`src/rtl/fsm_esteira_arbitro.sv`:
```
// Conveyor motor scheduler: grants the single belt motor to one of three move commands.
// Define ESTEIRA_WATCHDOG_EN to build the motor-on timeout counter and the ERRO state.
module fsm_esteira_arbitro #(
  parameter int unsigned PARADA_CICLOS  = 25_000_000,
  parameter int unsigned TIMEOUT_CICLOS = 500_000_000
) (
  input  logic       clk,
  input  logic       reset,
  input  logic       cmd_mover_para_enchimento,
  input  logic       cmd_mover_para_cq,
  input  logic       cmd_mover_para_final,
  input  logic       sensor_enchimento,
  input  logic       sensor_cq,
  input  logic       sensor_final,
  input  logic       alarme_rolha,
  output logic       motor_esteira,
  output logic       esteira_concluida_enchimento,
  output logic       esteira_concluida_cq,
  output logic       esteira_concluida_final,
  output logic [1:0] destino_atual,
  output logic       erro_timeout
);

  typedef enum logic [2:0] {
    S_IDLE,
    S_MOVENDO,
    S_PAUSA,
    S_PARADA,
    S_CONCLUIDO,
    S_AGUARDA_LIBERA,
    S_ERRO
  } estado_t;

  localparam int unsigned PW = (PARADA_CICLOS > 1) ? $clog2(PARADA_CICLOS) : 1;
  localparam logic [PW-1:0] PARADA_LAST = PW'(PARADA_CICLOS - 1);

  estado_t       state_q, state_d;
  logic [1:0]    dest_q, dest_d;
  logic [PW-1:0] parada_q, parada_d;
  logic [2:0]    sync1_q, sync1_d;
  logic [2:0]    sync2_q, sync2_d;
  logic          motor_q, motor_d;
  logic [2:0]    concl_q, concl_d;
  logic [1:0]    destino_q, destino_d;

`ifdef ESTEIRA_WATCHDOG_EN
  localparam int unsigned TW = $clog2(TIMEOUT_CICLOS);
  localparam logic [TW-1:0] TMO_LAST = TW'(TIMEOUT_CICLOS - 1);

  logic [TW-1:0] tmo_q, tmo_d;
  logic          erro_q, erro_d;
`else
  logic          unused_timeout_cfg;
  assign unused_timeout_cfg = ^TIMEOUT_CICLOS;
`endif

  logic [2:0] cmd_vec;
  logic       cmd_granted;
  logic       sensor_granted;

  assign cmd_vec = {cmd_mover_para_final, cmd_mover_para_cq, cmd_mover_para_enchimento};

  always_comb begin : sync_comb
    sync1_d = {sensor_final, sensor_cq, sensor_enchimento};
    sync2_d = sync1_q;
  end

  // Only the granted destination's command and synchronized sensor matter.
  always_comb begin : grant_sel
    cmd_granted    = 1'b0;
    sensor_granted = 1'b0;
    case (dest_q)
      2'd0: begin
        cmd_granted    = cmd_vec[0];
        sensor_granted = sync2_q[0];
      end
      2'd1: begin
        cmd_granted    = cmd_vec[1];
        sensor_granted = sync2_q[1];
      end
      2'd2: begin
        cmd_granted    = cmd_vec[2];
        sensor_granted = sync2_q[2];
      end
      default: begin
        cmd_granted    = 1'b0;
        sensor_granted = 1'b0;
      end
    endcase
  end

  always_comb begin : next_state
    state_d  = state_q;
    dest_d   = dest_q;
    parada_d = parada_q;
`ifdef ESTEIRA_WATCHDOG_EN
    tmo_d    = tmo_q;
`endif
    case (state_q)
      S_IDLE: begin
        if (|cmd_vec) begin
          state_d = S_MOVENDO;
          if (cmd_vec[0]) begin
            dest_d = 2'd0;
          end else if (cmd_vec[1]) begin
            dest_d = 2'd1;
          end else begin
            dest_d = 2'd2;
          end
`ifdef ESTEIRA_WATCHDOG_EN
          tmo_d = '0;
`endif
        end
      end
      S_MOVENDO: begin
`ifdef ESTEIRA_WATCHDOG_EN
        // Saturate so a pause taken on the last allowed cycle still faults on resume.
        if (tmo_q != TMO_LAST) begin
          tmo_d = tmo_q + TW'(1);
        end
`endif
        if (!cmd_granted) begin
          state_d = S_IDLE;
        end else if (sensor_granted) begin
          state_d  = S_PARADA;
          parada_d = '0;
        end else if (alarme_rolha) begin
          state_d = S_PAUSA;
`ifdef ESTEIRA_WATCHDOG_EN
        end else if (tmo_q == TMO_LAST) begin
          state_d = S_ERRO;
`endif
        end
      end
      S_PAUSA: begin
        if (!cmd_granted) begin
          state_d = S_IDLE;
        end else if (!alarme_rolha) begin
          state_d = S_MOVENDO;
        end
      end
      S_PARADA: begin
        if (parada_q == PARADA_LAST) begin
          state_d = S_CONCLUIDO;
        end else begin
          parada_d = parada_q + PW'(1);
        end
      end
      S_CONCLUIDO: begin
        state_d = S_AGUARDA_LIBERA;
      end
      S_AGUARDA_LIBERA: begin
        if (!cmd_granted) begin
          state_d = S_IDLE;
        end
      end
      S_ERRO: begin
        state_d = S_ERRO;
      end
      default: begin
        state_d = S_IDLE;
      end
    endcase
  end

  always_comb begin : output_comb
    motor_d   = (state_q == S_MOVENDO);
    destino_d = (state_q == S_IDLE) ? 2'd3 : dest_q;
    concl_d   = '0;
    if (state_q == S_CONCLUIDO) begin
      case (dest_q)
        2'd0:    concl_d = 3'b001;
        2'd1:    concl_d = 3'b010;
        2'd2:    concl_d = 3'b100;
        default: concl_d = 3'b000;
      endcase
    end
`ifdef ESTEIRA_WATCHDOG_EN
    erro_d = (state_q == S_ERRO);
`endif
  end

  always_ff @(posedge clk) begin : state_reg
    if (reset) begin
      state_q   <= S_IDLE;
      dest_q    <= 2'd3;
      parada_q  <= '0;
      sync1_q   <= '0;
      sync2_q   <= '0;
      motor_q   <= 1'b0;
      concl_q   <= '0;
      destino_q <= 2'd3;
`ifdef ESTEIRA_WATCHDOG_EN
      tmo_q     <= '0;
      erro_q    <= 1'b0;
`endif
    end else begin
      state_q   <= state_d;
      dest_q    <= dest_d;
      parada_q  <= parada_d;
      sync1_q   <= sync1_d;
      sync2_q   <= sync2_d;
      motor_q   <= motor_d;
      concl_q   <= concl_d;
      destino_q <= destino_d;
`ifdef ESTEIRA_WATCHDOG_EN
      tmo_q     <= tmo_d;
      erro_q    <= erro_d;
`endif
    end
  end

  assign motor_esteira                = motor_q;
  assign esteira_concluida_enchimento = concl_q[0];
  assign esteira_concluida_cq         = concl_q[1];
  assign esteira_concluida_final      = concl_q[2];
  assign destino_atual                = destino_q;
`ifdef ESTEIRA_WATCHDOG_EN
  assign erro_timeout                 = erro_q;
`else
  assign erro_timeout                 = 1'b0;
`endif

endmodule

```
`config.mk`:
```
export PLATFORM = sky130hd
export DESIGN_NAME = fsm_esteira_arbitro
export DESIGN_NICKNAME = d
export VERILOG_FILES = /design/src/rtl/fsm_esteira_arbitro.sv
export SDC_FILE = /design/constraint.sdc
export NUM_CORES = 1
export LEC_CHECK = 0
export CORE_MARGIN = 2
export CORE_UTILIZATION = 55
export CTS_BUF_LIST = sky130_fd_sc_hd__clkbuf_8
export CTS_CLUSTER_SIZE = 8
export DETAILED_ROUTE_END_ITERATION = 16
export MAX_ROUTING_LAYER = met4
export PLACE_DENSITY = 0.86
export SLEW_MARGIN = 15
export SYNTH_ARGS = -nofsm -noshare
export SYNTH_HDL_FRONTEND = slang
export SYNTH_SLANG_ARGS = --single-unit
```
`constraint.sdc`:
```
create_clock -name clk -period 2.1 [get_ports clk]
set_clock_uncertainty 0.1 [all_clocks]
set_input_delay 0.21 -clock clk [delete_from_list [all_inputs] [get_ports clk]]
set_output_delay 0.21 -clock clk [all_outputs]
set_load 0.05 [all_outputs]
```
==> results of run 1 <==
cells by family after synthesis:
| logic type | after synthesis | synth area share |
|---|---|---|
| and+or+nand+nor | 112 | 0.2934 |
| AOI/OAI and AO/OA | 68 | 0.2381 |
| DFF | 42 | 0.3713 |
| buffers and inverters | 24 | 0.05028 |
| muxes | 9 | 0.03978 |
| adders and majority gates | 1 | 0.005524 |
| other | 1 | 0.001656 |
cells in the mapped netlist, types with 2 or more instances:
cell type,n
sky130_fd_sc_hd__nand3b_1,3
sky130_fd_sc_hd__a311oi_1,5
sky130_fd_sc_hd__buf_2,4
sky130_fd_sc_hd__nor2_1,11
sky130_fd_sc_hd__and2_1,2
sky130_fd_sc_hd__o21ai_1,2
sky130_fd_sc_hd__nor4_1,2
sky130_fd_sc_hd__a22oi_1,4
sky130_fd_sc_hd__o31a_1,3
sky130_fd_sc_hd__inv_1,5
sky130_fd_sc_hd__a21oi_1,12
sky130_fd_sc_hd__o211ai_1,3
sky130_fd_sc_hd__o21ai_0,7
sky130_fd_sc_hd__nand3_1,20
sky130_fd_sc_hd__nor3b_1,2
sky130_fd_sc_hd__mux2i_1,9
sky130_fd_sc_hd__o21a_1,7
sky130_fd_sc_hd__a211oi_2,5
sky130_fd_sc_hd__buf_4,3
sky130_fd_sc_hd__a22o_1,2
sky130_fd_sc_hd__dfxtp_1,42
sky130_fd_sc_hd__o31ai_4,2
sky130_fd_sc_hd__nor2b_1,7
sky130_fd_sc_hd__or4_1,4
sky130_fd_sc_hd__a31oi_1,5
sky130_fd_sc_hd__clkbuf_1,10
sky130_fd_sc_hd__nor3_1,7
sky130_fd_sc_hd__nor4_2,3
sky130_fd_sc_hd__and3_1,4
sky130_fd_sc_hd__nand2_1,17
sky130_fd_sc_hd__or3_1,7
sky130_fd_sc_hd__nand4_1,13
flip-flops by register name, summed over array words and instances (netlist names):
| register | count |
|---|---|
| parada_q | 25 |
| destino_atual | 2 |
| dest_q | 2 |
| sync2_q | 3 |
| sync1_q | 3 |
| motor_esteira | 1 |
| concl_q | 3 |
| state_q | 3 |
worst max-delay path, stage by stage, from the launching register on:
cell and delay, ns:
sky130_fd_sc_hd__dfxtp_2 0.33, sky130_fd_sc_hd__or4_4 0.54, sky130_fd_sc_hd__nor4_4 0.32, sky130_fd_sc_hd__a21o_4 0.24, sky130_fd_sc_hd__o31ai_4 0.10, sky130_fd_sc_hd__buf_12 0.17
sky130_fd_sc_hd__a311oi_2 0.26
power by group through the flow:
stage | combinational, mW | clock [mW] | sequential [mW]
global route | 0.274 | 0.679 | 0.848
finish | 0.250 | 0.639 | 0.842
floorplan | 0.171 | 0 | 0.862
CTS | 0.244 | 0.643 | 0.842
detailed placement | 0.242 | 0 | 0.861
global placement | 0.237 | 0 | 0.859
layout make-up:
type | instances | area [um2]
fill | 299 | 1157
clock buffer | 5 | 68.82
timing repair buffer | 48 | 407.9
clock inverter | 3 | 41.29
sequential | 42 | 844.6
multi-input combinational | 191 | 1366
inverter | 6 | 22.52
tap | 50 | 62.56
per-stage QoR:
| stage | power [mW] | cells | hold slack (ns) |
|---|---|---|---|
| 6_report | 1.732 | 345 | 0.3338 |
| 5_1_grt | 1.800 | 345 | 0.3550 |
| 4_1_cts | 1.728 | 344 | 0.3385 |
| 3_5_place_dp | 1.103 | 336 | 0.3212 |
| 3_3_place_gp | 1.096 | 336 | 0.3155 |
| 2_1_floorplan | 1.034 | 257 | 0.2382 |
worst max path at each step:
stage | start | end | slack [ns] | depth (start not counted)
2_1_floorplan | parada_q[0] | parada_q[11] | 0.13 | 7
5_1_grt | parada_q[15] | parada_q[3] | -0.09 | 6
3_5_place_dp | parada_q[1] | parada_q[18] | 0.04 | 7
6_report | parada_q[15] | parada_q[3] | -0.05 | 6
3_3_place_gp | parada_q[0] | parada_q[18] | 0.07 | 7
4_1_cts | parada_q[1] | parada_q[3] | 0.008 | 7
what timing repair did:
action	CTS	global route
buffers inserted	0	1
endpoints found under the setup margin	0	8
gates resized for setup	0	12
metal layers:
metal,vias to the layer above,track usage,share of wire
li1,1053,-,-
met1,1014,0.3367,0.46
met2,56,0.4138,0.48
met3,7,0.04934,0.049
met4,0,0.09500,0.013
met5,-,-,0
==> tab_implementation.tex, run 1 <==
\begin{tabular}{lr}
\hline
Metric & Value \\
\hline
\multicolumn{2}{l}{\textbf{Outcome}} \\
Status & complete, but fails checks \\
Violated checks & negative setup slack \\
\multicolumn{2}{l}{\textbf{Layout}} \\
Number of nets in the final layout & $\sim$300 \\
Commonest cells after routing, fill and taps aside & sky130\_fd\_sc\_hd\_\_dfxtp\_1 (39), sky130\_fd\_sc\_hd\_\_buf\_4 (33), sky130\_fd\_sc\_hd\_\_nand3\_1 (20) \\
Area growth from synthesis to layout & 24.25\% \\
Most frequent standard cell in the layout excluding fill and tap cells & sky130\_fd\_sc\_hd\_\_dfxtp\_1 \\
Antenna diode instance count & 0 \\
Final Util & 0.7086 \\
Ratio of cells with drive above 1 in the final layout & 0.2373 \\
Final instance area & around 0.0028 mm2 \\
\multicolumn{2}{l}{\textbf{Global route}} \\
Number of global-route vias before repair & 1928 \\
Global-route wire length before repair & 8894 um \\
Global-route total usage across every layer & 0.2630 \\
Total overflow reported by the global router & 0 \\
Largest net degree at the start of global routing & 19 \\
Initial antenna violation count & 0 \\
\multicolumn{2}{l}{\textbf{Place}} \\
Sum of net half-perimeters after detailed placement & roughly 3800 um \\
Final weighted congestion of routability-driven global placement & between 0.9 and 1 \\
Post-placement cell area & approximately 0.0026 mm2 \\
Post-placement setup slack & 0.03770 ns \\
Count of input and output buffers & 14 \\
\multicolumn{2}{l}{\textbf{Clock tree}} \\
CTS tree & built \\
Bufs on Longest Clock Path & 2 \\
H-tree depth & 2 \\
Hold buffer count at cts & 0 \\
Cts bufs inserted & 5 \\
Clock tree root driver cell & sky130\_fd\_sc\_hd\_\_clkbuf\_8 \\
Clock transition at path regs & roughly 0.080 ns \\
Total clock sinks & 42 \\
Worst-Skew Late Latency & approximately 0.31 ns \\
\multicolumn{2}{l}{\textbf{Critical path}} \\
Depth of the worst register-to-register path & 6 \\
Worst setup SP type & flip-flop \\
Type of destination of the critical path & flip-flop \\
Worst reg2reg path startpoint & parada\_q[15] \\
Peak fanout along the critical path & 15 \\
Worst reg2reg endpoint & parada\_q[3] \\
Crit Path Class & flip-flop to flip-flop \\
WP data required & about 2.2 ns \\
Worst reg2reg setup slack & -0.05 ns \\
Crit path DAT & approximately 2.3 ns \\
\multicolumn{2}{l}{\textbf{Timing}} \\
Setup slack after layout & -0.05205 ns \\
Tightest Pin Transition & around 0.52 ns \\
FMAX & between 400 and 500 MHz \\
Period minus WS final & roughly 2.2 ns \\
Max-slew headroom & 0.6520 \\
Setup Viol. Count Final & 5 \\
Portion of the clock cycle consumed by the worst path in the final layout & 1.025 \\
Pins Over Slew Limit & 0 \\
Accumulated negative setup slack & -0.1153 ns \\
Hold Violations, Final & 0 \\
RSZ-0062 raised after global routing & yes \\
\multicolumn{2}{l}{\textbf{Pwr}} \\
Total leakage power & 0.9741 nW \\
Part of the power in combinational logic & 0.145 \\
Switching Fraction & 0.2647 \\
Proportion of power drawn by the clock network & 0.369 \\
Power per standard cell area & around 600 mW/mm2 \\
Worst ir drop on vdd & about 0.34 mV \\
Internal power & between 1 and 1.5 mW \\
NetSw & roughly 0.46 mW \\
Portion of total power attributed to sequential cells & 0.486 \\
\multicolumn{2}{l}{\textbf{Synthesis}} \\
Dominant cell type by area after synthesis & sky130\_fd\_sc\_hd\_\_dfxtp\_1 \\
Yosys top cell area share & 0.3713 \\
Dominant register cell in the synthesized netlist & sky130\_fd\_sc\_hd\_\_dfxtp\_1 \\
Synth warnings & 0 \\
EDFF count, synth & 0 \\
Proportion of register bits with asynchronous set or reset after synthesis & 0 \\
Synth Area per Inst & around 8.8 um2 \\
Synth Instances & between 200 and 300 \\
Register bit count reported by yosys & between 40 and 50 \\
Largest cells by area after synthesis & sky130\_fd\_sc\_hd\_\_dfxtp\_1 (37\%), sky130\_fd\_sc\_hd\_\_nand3\_1 (4.4\%), sky130\_fd\_sc\_hd\_\_mux2i\_1 (4.0\%), sky130\_fd\_sc\_hd\_\_nand4\_1 (3.6\%), sky130\_fd\_sc\_hd\_\_nand2\_1 (2.8\%) \\
Sequential-to-total area share from yosys stat & 0.3713 \\
Synth unique cells & 57 \\
Syn nets & around 270 \\
Summed instance area of the synthesized netlist & between 0.002 and 0.0025 mm2 \\
\multicolumn{2}{l}{\textbf{Routing}} \\
Drt total wl & about 5500 um \\
Initial DRC count & about 230 \\
Vias/cell & roughly 6 \\
Post-DR wirelength/cell & roughly 16 um \\
ANT nets after route & 0 \\
Initial DRT Pass Iterations & 4 \\
DRC violation count after routing & 0 \\
Count of vias placed by the detailed router & approximately 2100 \\
\multicolumn{2}{l}{\textbf{Min path}} \\
Worst hold path stage count & 1 \\
Hold path start & sync1\_q[2] \\
Min-Delay Endpoint & sync2\_q[2] \\
Class of the most critical hold timing path & flip-flop to flip-flop \\
\multicolumn{2}{l}{\textbf{Floorplanning}} \\
Horiz. Die Dim & 68.17 um \\
Count of boundary I/O pins & 16 \\
Die H & between 60 and 70 um \\
Number of standard-cell rows in the floorplan & 23 \\
Effective utilization at floorplan & 0.5703 \\
Die Outline Area & $\sim$0.0046 mm2 \\
Core area & approximately 0.004 mm2 \\
\multicolumn{2}{l}{\textbf{Job}} \\
Max-cap violations & 0 \\
\hline
\end{tabular}
Power figures use the tool's default switching activity.
==> run 2: changes to the inputs <==
--- a/config.mk
+++ b/config.mk
@@ -11,7 +11,7 @@
 export CTS_CLUSTER_SIZE = 8
 export DETAILED_ROUTE_END_ITERATION = 16
 export MAX_ROUTING_LAYER = met4
-export PLACE_DENSITY = 0.86
+export PLACE_DENSITY = 0.81
 export SLEW_MARGIN = 15
 export SYNTH_ARGS = -nofsm -noshare
 export SYNTH_HDL_FRONTEND = slang
==> run 2 against run 1 <==
Against the previous run: the run now ends clean; via count rose by 1.9%; power rose by 9.0%; design area rose by 1.5%; final cell count did not move; combinational power barely moved; sequential power barely moved; core utilization rose by 1.0 points; worst setup slack improved by 0.061 ns; first-iteration DRC count fell by 9.6%; die area did not move.
==> tab_implementation.tex, run 2 (same netlist as run 1, synthesis figures left out) <==
\begin{tabular}{lr}
\hline
Metric & Value \\
\hline
\multicolumn{2}{l}{\textbf{Outcome}} \\
Status & complete, no violations \\
\multicolumn{2}{l}{\textbf{Pwr}} \\
Worst ir drop on vdd & 0.5594 mV (+66\%) \\
Power per standard cell area & 661.3 mW/mm2 (+7.5\%) \\
Power after layout & 1.888 mW (+9.0\%) \\
Total leakage power & 0.9753 nW (+0.13\%) \\
\multicolumn{2}{l}{\textbf{Routing}} \\
Routed length on met2 & 2873 um (+9.5\%) \\
Post-DR wirelength/cell & 16.80 um (+6.3\%) \\
Vias/cell & 6.290 (+1.9\%) \\
Initial DRC count & 206 (-9.6\%) \\
DRC violation count after routing & 0 (unchanged) \\
Initial DRT Pass Iterations & 4 (unchanged) \\
Detailed-routing wirelength on met1 & 2515 um (+1.1\%) \\
DR top layer & met4 \\
Drt total wl & 5796 um (+6.3\%) \\
Routed length on met3 & 310 um (+17\%) \\
ANT nets after route & 0 (unchanged) \\
Count of vias placed by the detailed router & 2170 (+1.9\%) \\
\multicolumn{2}{l}{\textbf{Layout}} \\
Largest register FFs & 25 (unchanged) \\
Antenna diode instance count & 0 (unchanged) \\
Area growth from synthesis to layout & 26.08\% \\
Ratio of cells with drive above 1 in the final layout & 0.2475 (+0.01017) \\
Largest reg by FF count & parada\_q \\
Most frequent standard cell in the layout excluding fill and tap cells & sky130\_fd\_sc\_hd\_\_dfxtp\_1 \\
Final Util & 0.7190 (+0.01040) \\
Final instance area & 0.002855 mm2 (+1.5\%) \\
Number of nets in the final layout & 304 (unchanged) \\
Commonest cells after routing, fill and taps aside & sky130\_fd\_sc\_hd\_\_dfxtp\_1 (38), sky130\_fd\_sc\_hd\_\_buf\_4 (31), sky130\_fd\_sc\_hd\_\_nand3\_1 (20) \\
Count of fill cells added during filler insertion & 302 (+1.0\%) \\
\multicolumn{2}{l}{\textbf{Global route}} \\
Global-route wire length before repair & 9611 um (+8.1\%) \\
Initial antenna violation count & 0 (unchanged) \\
Global-route total usage across every layer & 0.2864 (+0.02347) \\
Largest net degree at the start of global routing & 30 (+11) \\
Total overflow reported by the global router & 0 (unchanged) \\
Number of global-route vias before repair & 2034 (+5.5\%) \\
\multicolumn{2}{l}{\textbf{Critical path}} \\
Worst reg2reg path startpoint & parada\_q[8] \\
Crit path cell chain & nand4\_1 > nor4\_2 > nand3\_1 > or4\_1 > o211ai\_1 \\
Combined buffer and inverter count along the critical path & 0 (-1) \\
Worst setup SP type & flip-flop \\
Crit path DAT & 2.22 ns (-0.04 ns) \\
Crit Path Class & flip-flop to flip-flop \\
Slowest cell on crit path & sky130\_fd\_sc\_hd\_\_dfxtp\_1 \\
WP data required & 2.23 ns (+0.02 ns) \\
Peak fanout along the critical path & 8 (-7) \\
Largest delay contributor family on the critical path & simple AND/OR/NAND/NOR gates \\
Worst reg2reg endpoint & parada\_q[17] \\
Type of destination of the critical path & flip-flop \\
Depth of the worst register-to-register path & 5 (-1) \\
Delay of the slowest critical-path stage & 0.48 ns (-0.06 ns) \\
Worst reg2reg setup slack & 0.009 ns (+0.06 ns) \\
\multicolumn{2}{l}{\textbf{Clock tree}} \\
Total clock sinks & 42 (unchanged) \\
Clock transition at path regs & 0.08 ns (about the same) \\
Worst-Skew Late Latency & 0.30 ns (about the same) \\
CTS tree & built \\
H-tree depth & 2 (unchanged) \\
Cts bufs inserted & 5 (unchanged) \\
Clock tree root driver cell & sky130\_fd\_sc\_hd\_\_clkbuf\_8 \\
Bufs on Longest Clock Path & 2 (unchanged) \\
\multicolumn{2}{l}{\textbf{Floorplanning}} \\
Count of boundary I/O pins & 16 (unchanged) \\
Horiz. Die Dim & 68.17 um (unchanged) \\
Die Outline Area & 0.004647 mm2 (unchanged) \\
Number of standard-cell rows in the floorplan & 23 (unchanged) \\
Core area & 0.003971 mm2 (unchanged) \\
Effective utilization at floorplan & 0.5703 (unchanged) \\
Die H & 68.17 um (unchanged) \\
\multicolumn{2}{l}{\textbf{Timing}} \\
Setup Viol. Count Final & 0 (-5) \\
FMAX & 478.2 MHz (+2.9\%) \\
RSZ-0062 raised after global routing & yes \\
Pins Over Slew Limit & 0 (unchanged) \\
Tightest Pin Transition & 0.5455 ns (+0.02750 ns) \\
Portion of the clock cycle consumed by the worst path in the final layout & 0.9959 (-0.02893) \\
Hold Violations, Final & 0 (unchanged) \\
Period minus WS final & 2.091 ns (-0.06075 ns) \\
Max-slew headroom & 0.6335 (-0.01847) \\
Worst hold slack across all endpoints & 0.3394 ns (+0.005647 ns) \\
Setup slack after layout & 0.008706 ns (+0.06075 ns) \\
\multicolumn{2}{l}{\textbf{Place}} \\
Post-placement cell area & 0.002634 mm2 (about the same) \\
Sum of net half-perimeters after detailed placement & 4032 um (+5.8\%) \\
Post-placement setup slack & -0.03294 ns (-0.07065 ns) \\
Count of input and output buffers & 14 (unchanged) \\
Final weighted congestion of routability-driven global placement & 0.9173 (-4.7\%) \\
\multicolumn{2}{l}{\textbf{Min path}} \\
Hold path start & sync1\_q[0] \\
Min-Delay Endpoint & sync2\_q[0] \\
Worst hold path stage count & 1 (unchanged) \\
Class of the most critical hold timing path & flip-flop to flip-flop \\
\multicolumn{2}{l}{\textbf{Job}} \\
Max-cap violations & 0 (unchanged) \\
\hline
\end{tabular}
==> run 2: changes by cell type in the layout (fill, tap and decap cells not counted), sizes merged <==
cell and change:
clkinvlp -1, clkbuf +1, bufinv +1, inv -1
==> run 2: layout make-up <==
type | instances | area (um2) | share of cell area
clock buffer | 6 | 82.58 | 0.02892
clock inverter | 2 | 60.06 | 0.02103
inverter | 6 | 22.52 | 0.007888
multi-input combinational | 191 | 1358 | 0.4755
sequential | 42 | 845.8 | 0.2962
tap | 50 | 62.56 | 0.02191
timing repair buffer | 48 | 424.2 | 0.1486
==> run 2: timing repair <==
item / in CTS / in global routing
endpoints found under the setup margin: 5 / 19
hold buffers: 0 / 0
gates resized for setup: 7 / 6
pin swaps: 2 / 2
setup buffers: 2 / 1
==> run 2: report_power, final <==
part | switching [mW] | total, mW | internal [mW]
logic | 0.146 | 0.252 | 0.106
registers | 0.0248 | 0.844 | 0.820
clock network | 0.285 | 0.792 | 0.507
total | 0.455 | 1.89 | 1.43
==> run 2: metal layers <==
| layer | up-vias | global-route usage |
|---|---|---|
| met2 | 73 | 0.4551 |
| met5 | - | - |
| met4 | 0 | 0.09500 |
| met1 | 1034 | 0.3676 |
| met3 | 11 | 0.05263 |
| li1 | 1052 | - |
==> run 2: per-stage QoR <==
stage	std cells	TNS [ns]
floorplan	257	0
global placement	334	0
detailed placement	334	-0.08126
CTS	344	-0.001061
global route	345	-0.2422
finish	345	0
==> run 2: worst max path at each step <==
stage | from | to | slack [ns] | cells past startpoint
4_1_cts | parada_q[23] | parada_q[3] | -0.001 | 6
6_report | parada_q[8] | parada_q[17] | 0.009 | 5
2_1_floorplan | parada_q[0] | parada_q[11] | 0.13 | 7
5_1_grt | parada_q[8] | parada_q[17] | -0.09 | 5
3_5_place_dp | parada_q[0] | parada_q[3] | -0.03 | 7
3_3_place_gp | parada_q[0] | parada_q[14] | 0.009 | 7
==> run 3: changes to the inputs <==
--- a/config.mk
+++ b/config.mk
@@ -5,13 +5,16 @@
 export SDC_FILE = /design/constraint.sdc
 export NUM_CORES = 1
 export LEC_CHECK = 0
+export ABC_AREA = 0
 export CORE_MARGIN = 2
 export CORE_UTILIZATION = 55
 export CTS_BUF_LIST = sky130_fd_sc_hd__clkbuf_8
 export CTS_CLUSTER_SIZE = 8
 export DETAILED_ROUTE_END_ITERATION = 16
+export DONT_BUFFER_PORTS = 1
 export MAX_ROUTING_LAYER = met4
-export PLACE_DENSITY = 0.81
+export PLACE_DENSITY = 0.76
+export RECOVER_POWER = 25
 export SLEW_MARGIN = 15
 export SYNTH_ARGS = -nofsm -noshare
 export SYNTH_HDL_FRONTEND = slang
==> run 3 against run 2 <==
Against the previous run: clock-buffer cell count down 1; core utilization down 1.6 points; flip-flop and latch count unchanged; combinational power down 6%; worst setup slack better by 0.058 ns; power down 13%; register-to-register slack better by 0.06 ns; die area unchanged; design area down 2.2%; critical path type unchanged.
==> tab_implementation.tex, run 3 (same netlist as run 1, synthesis figures left out) <==
\begin{tabular}{lr}
\hline
Metric & Value \\
\hline
\multicolumn{2}{l}{\textbf{Outcome}} \\
Status & complete, no violations \\
\multicolumn{2}{l}{\textbf{Timing}} \\
Tightest Pin Transition & 0.8140 ns (+0.2685 ns) \\
FMAX & 491.8 MHz (+2.8\%) \\
Pins Over Slew Limit & 0 (unchanged) \\
Max-slew headroom & 0.4555 (-0.1780) \\
Hold Violations, Final & 0 (unchanged) \\
Period minus WS final & 2.033 ns (-0.05781 ns) \\
Setup slack after layout & 0.06652 ns (+0.05781 ns) \\
Portion of the clock cycle consumed by the worst path in the final layout & 0.9683 (-0.02753) \\
Worst hold slack across all endpoints & 0.003558 ns (-0.3358 ns) \\
Setup Viol. Count Final & 0 (unchanged) \\
RSZ-0062 raised after global routing & no \\
\multicolumn{2}{l}{\textbf{Global route}} \\
Number of global-route vias before repair & 1935 (-4.9\%) \\
Initial antenna violation count & 0 (unchanged) \\
Global-route total usage across every layer & 0.2792 (-0.007190) \\
Total overflow reported by the global router & 0 (unchanged) \\
Largest net degree at the start of global routing & 18 (-40\%) \\
Global-route wire length before repair & 9315 um (-3.1\%) \\
\multicolumn{2}{l}{\textbf{Routing}} \\
DRC violation count after routing & 0 (unchanged) \\
Count of vias placed by the detailed router & 2241 (+3.3\%) \\
Drt total wl & 5862 um (+1.1\%) \\
Initial DRC count & 283 (+37\%) \\
Vias/cell & 6.440 (+2.4\%) \\
ANT nets after route & 0 (unchanged) \\
Initial DRT Pass Iterations & 5 (+1) \\
Post-DR wirelength/cell & 16.84 um (+0.27\%) \\
\multicolumn{2}{l}{\textbf{Layout}} \\
Area growth from synthesis to layout & 23.31\% \\
Commonest cells after routing, fill and taps aside & sky130\_fd\_sc\_hd\_\_dfxtp\_1 (42), sky130\_fd\_sc\_hd\_\_buf\_4 (36), sky130\_fd\_sc\_hd\_\_nand3\_1 (20) \\
Largest reg by FF count & parada\_q \\
Final Util & 0.7032 (-0.01575) \\
Largest register FFs & 25 (unchanged) \\
Most frequent standard cell in the layout excluding fill and tap cells & sky130\_fd\_sc\_hd\_\_dfxtp\_1 \\
Ratio of cells with drive above 1 in the final layout & 0.2383 (-0.009203) \\
Antenna diode instance count & 0 (unchanged) \\
Count of fill cells added during filler insertion & 292 (-3.3\%) \\
Number of nets in the final layout & 307 (+0.99\%) \\
\multicolumn{2}{l}{\textbf{Critical path}} \\
WP data required & 2.20 ns (-0.03 ns) \\
Crit path DAT & 2.13 ns (-0.09 ns) \\
Type of destination of the critical path & flip-flop \\
Worst reg2reg setup slack & 0.07 ns (+0.06 ns) \\
Depth of the worst register-to-register path & 5 (unchanged) \\
Peak fanout along the critical path & 7 (-1) \\
Worst setup SP type & flip-flop \\
Crit Path Class & flip-flop to flip-flop \\
Worst reg2reg endpoint & state\_q[2] \\
Worst reg2reg path startpoint & state\_q[2] \\
\multicolumn{2}{l}{\textbf{Pwr}} \\
Total leakage power & 0.9666 nW (-0.89\%) \\
Worst ir drop on vdd & 0.3546 mV (-37\%) \\
Power after layout & 1.648 mW (-13\%) \\
Power per standard cell area & 590.0 mW/mm2 (-11\%) \\
\multicolumn{2}{l}{\textbf{Floorplanning}} \\
Horiz. Die Dim & 68.17 um (unchanged) \\
Count of boundary I/O pins & 16 (unchanged) \\
Effective utilization at floorplan & 0.5703 (unchanged) \\
Number of standard-cell rows in the floorplan & 23 (unchanged) \\
Core area & 0.003971 mm2 (unchanged) \\
Die Outline Area & 0.004647 mm2 (unchanged) \\
Die H & 68.17 um (unchanged) \\
\multicolumn{2}{l}{\textbf{Place}} \\
Post-placement setup slack & -0.04503 ns (-0.01208 ns) \\
Sum of net half-perimeters after detailed placement & 3760 um (-6.7\%) \\
Count of input and output buffers & 0 (-14) \\
Final weighted congestion of routability-driven global placement & 0.8993 (-2.0\%) \\
\multicolumn{2}{l}{\textbf{Min path}} \\
Worst hold path stage count & 2 (+1) \\
Hold path start & reset \\
Class of the most critical hold timing path & input port to flip-flop \\
Min-Delay Endpoint & parada\_q[18] \\
\multicolumn{2}{l}{\textbf{Clock tree}} \\
Clock tree root driver cell & sky130\_fd\_sc\_hd\_\_clkbuf\_8 \\
Bufs on Longest Clock Path & 2 (unchanged) \\
Worst-Skew Late Latency & 0.31 ns (about the same) \\
Cts bufs inserted & 5 (unchanged) \\
Clock transition at path regs & 0.09 ns (about the same) \\
Total clock sinks & 42 (unchanged) \\
H-tree depth & 2 (unchanged) \\
CTS tree & built \\
\multicolumn{2}{l}{\textbf{Job}} \\
Max-cap violations & 0 (unchanged) \\
\hline
\end{tabular}
==> run 3: final cells by class <==
type	count	area (um2)	share of cell area
multi-input combinational	192	1354	0.4848
clock inverter	3	23.77	0.008513
tap	50	62.56	0.02240
clock buffer	5	68.82	0.02464
timing repair buffer	50	420.4	0.1505
inverter	6	22.52	0.008065
sequential	42	840.8	0.3011
==> run 3: how the worst max path moves through the flow <==
stage,depth (start not counted),endpoint,slack (ns),from
detailed placement,7,parada_q[5],-0.05,parada_q[0]
floorplan,7,parada_q[11],0.13,parada_q[0]
global route,7,parada_q[9],0.01,parada_q[0]
finish,5,state_q[2],0.07,state_q[2]
global placement,4,parada_q[6],0.12,state_q[2]
CTS,7,parada_q[5],0.00003,parada_q[0]
==> run 3: through the flow <==
stage | cells | area (um2) | TNS (ns)
floorplan | 257 | 2265 | 0
detailed placement | 323 | 2504 | -0.05869
CTS | 343 | 2725 | 0
global placement | 323 | 2504 | 0
finish | 348 | 2793 | 0
global route | 348 | 2793 | 0
==> run 3: per-layer routing <==
metal,wire [um],GRT usage
met5,0,-
met4,123,0.1125
met3,346,0.04605
met2,2825,0.4357
met1,2566,0.3596
==> run 3: report_power, final <==
part	switching, mW	internal (mW)
sequential	0.0419	0.819
combinational	0.126	0.112
clock	0.311	0.238
total	0.480	1.17
==> run 3: critical path, stage by stage (launching register included) <==
cell,delay [ns]
sky130_fd_sc_hd__dfxtp_1,0.38
sky130_fd_sc_hd__or3_1,0.51
sky130_fd_sc_hd__buf_4,0.21
sky130_fd_sc_hd__o31ai_4,0.25
sky130_fd_sc_hd__a211oi_2,0.12
sky130_fd_sc_hd__a221o_1,0.36
==> run 3: timing repair <==
action | 4_1_cts | 5_1_grt
endpoints found under the hold margin | 24 | 1
pin swaps | 0 | 0
buffers inserted | 0 | 3
cloned | 0 | 1
resized for setup | 1 | 6
hold buffers | 12 | 1
setup endpoints to repair | 6 | 15
==> edit, RTL diff (settings of run 1) <==
The parameter `PARADA_CICLOS` goes from 25_000_000 to 12_500_000.
--- a/src/rtl/fsm_esteira_arbitro.sv
+++ b/src/rtl/fsm_esteira_arbitro.sv
@@ -2,5 +2,5 @@
 // Define ESTEIRA_WATCHDOG_EN to build the motor-on timeout counter and the ERRO state.
 module fsm_esteira_arbitro #(
-  parameter int unsigned PARADA_CICLOS  = 25_000_000,
+  parameter int unsigned PARADA_CICLOS  = 12_500_000,
   parameter int unsigned TIMEOUT_CICLOS = 500_000_000
 ) (
Function: no difference found for any inputs over 10 cycles, from zero or initial values and one cycle with reset high; that may be too few to reach the edited logic, so the function may still have changed.
==> edit against run 1 <==
- design area fell by 11%
- routed wire length fell by 11%
- synthesized area fell by 7.2%
- non-clock buffer count fell by 7
- highest routed layer unchanged
- power fell by 17%
- largest power group unchanged
- sequential share of layout area rose by 2.7 points
- worst setup slack improved by 0.19 ns
- sequential cell count fell by 1
==> edit: results (changes against run 1) <==
metric,value,unit,change
p_leak,0.8981,nW,was 0.9741 nW
syn_nets,250,,was 267
wl_met1,2154,um,was 2488 um
synthTopCellsByArea,"dfxtp_1, nand3_1, nand2_1",,"was dfxtp_1, nand3_1, mux2i_1"
grt_pass1_wl,7879,um,was 8894 um
place_worst_setup_slack,-0.007119,ns,was 0.03770 ns
multi_input_area_share,46.23,%,was 48.55%
buffers,41,,was 48
grt_usage,24.33,%,was 26.30%
netlist-cell-type-count,59,,was 57
synth-seq-cells,41,,was 42
p_clk,504,uW,was 639 uW
postSynthCellCount,240,,was 257
clkCellAreaFrac,3.295,%,was 3.913%
largest_register_ffs,24,,was 25
sequentialPower,806,uW,was 842 uW
place_area,2411,um2,was 2636 um2
gp_congestion,0.8789,,was 0.9623
nNetsFinal,282,,was 304
status,"finished, final reports clean",,"was complete, but fails checks"
routedWlPerCell,15.10,um,was 15.80 um
layout.nonclk_buf_share,13.68,%,was 14.50%
seq_area_share,32.75,%,was 30.01%
use_met2,40.91,%,was 41.38%
ys_seq_area_share,39.07,%,was 37.13%
edit: cell types whose count changed in the layout (fill, tap and decap cells not counted), moves of 5 or more:
cell      change
nor2_1        -6
nor4_1        +5
buf_4         -6
mux2i_1       -5
a211oi_2      -6
nand2_1       +5
a41oi_1       +5
nand4_1       -5
edit: what timing repair did:
action,4_1_cts,5_1_grt
buffers inserted,0,0
setup endpoints to repair,0,6
hold endpoints to repair,0,0
resized for setup,0,2
edit: cells by family after synthesis:
kind of cell	count (synthesis)	synth area share, %
AND/OR/NAND/NOR	102	28.29
AO/OA/AOI/OAI	62	22.63
flip-flops	41	39.07
buffers and inverters	27	6.372
multiplexers	5	2.442
adder cells (fa/ha/maj)	1	0.5955
other	1	0.1785
XOR/XNOR	1	0.4170
edit: path summary, 6_finish.rpt:
path              slack (ns)        start           to
setup / recovery        0.14  parada_q[1]  parada_q[7]
hold / removal          0.34   sync1_q[0]   sync2_q[0]
setup reg to reg        0.14  parada_q[1]  parada_q[7]
hold reg to reg         0.34   sync1_q[0]   sync2_q[0]
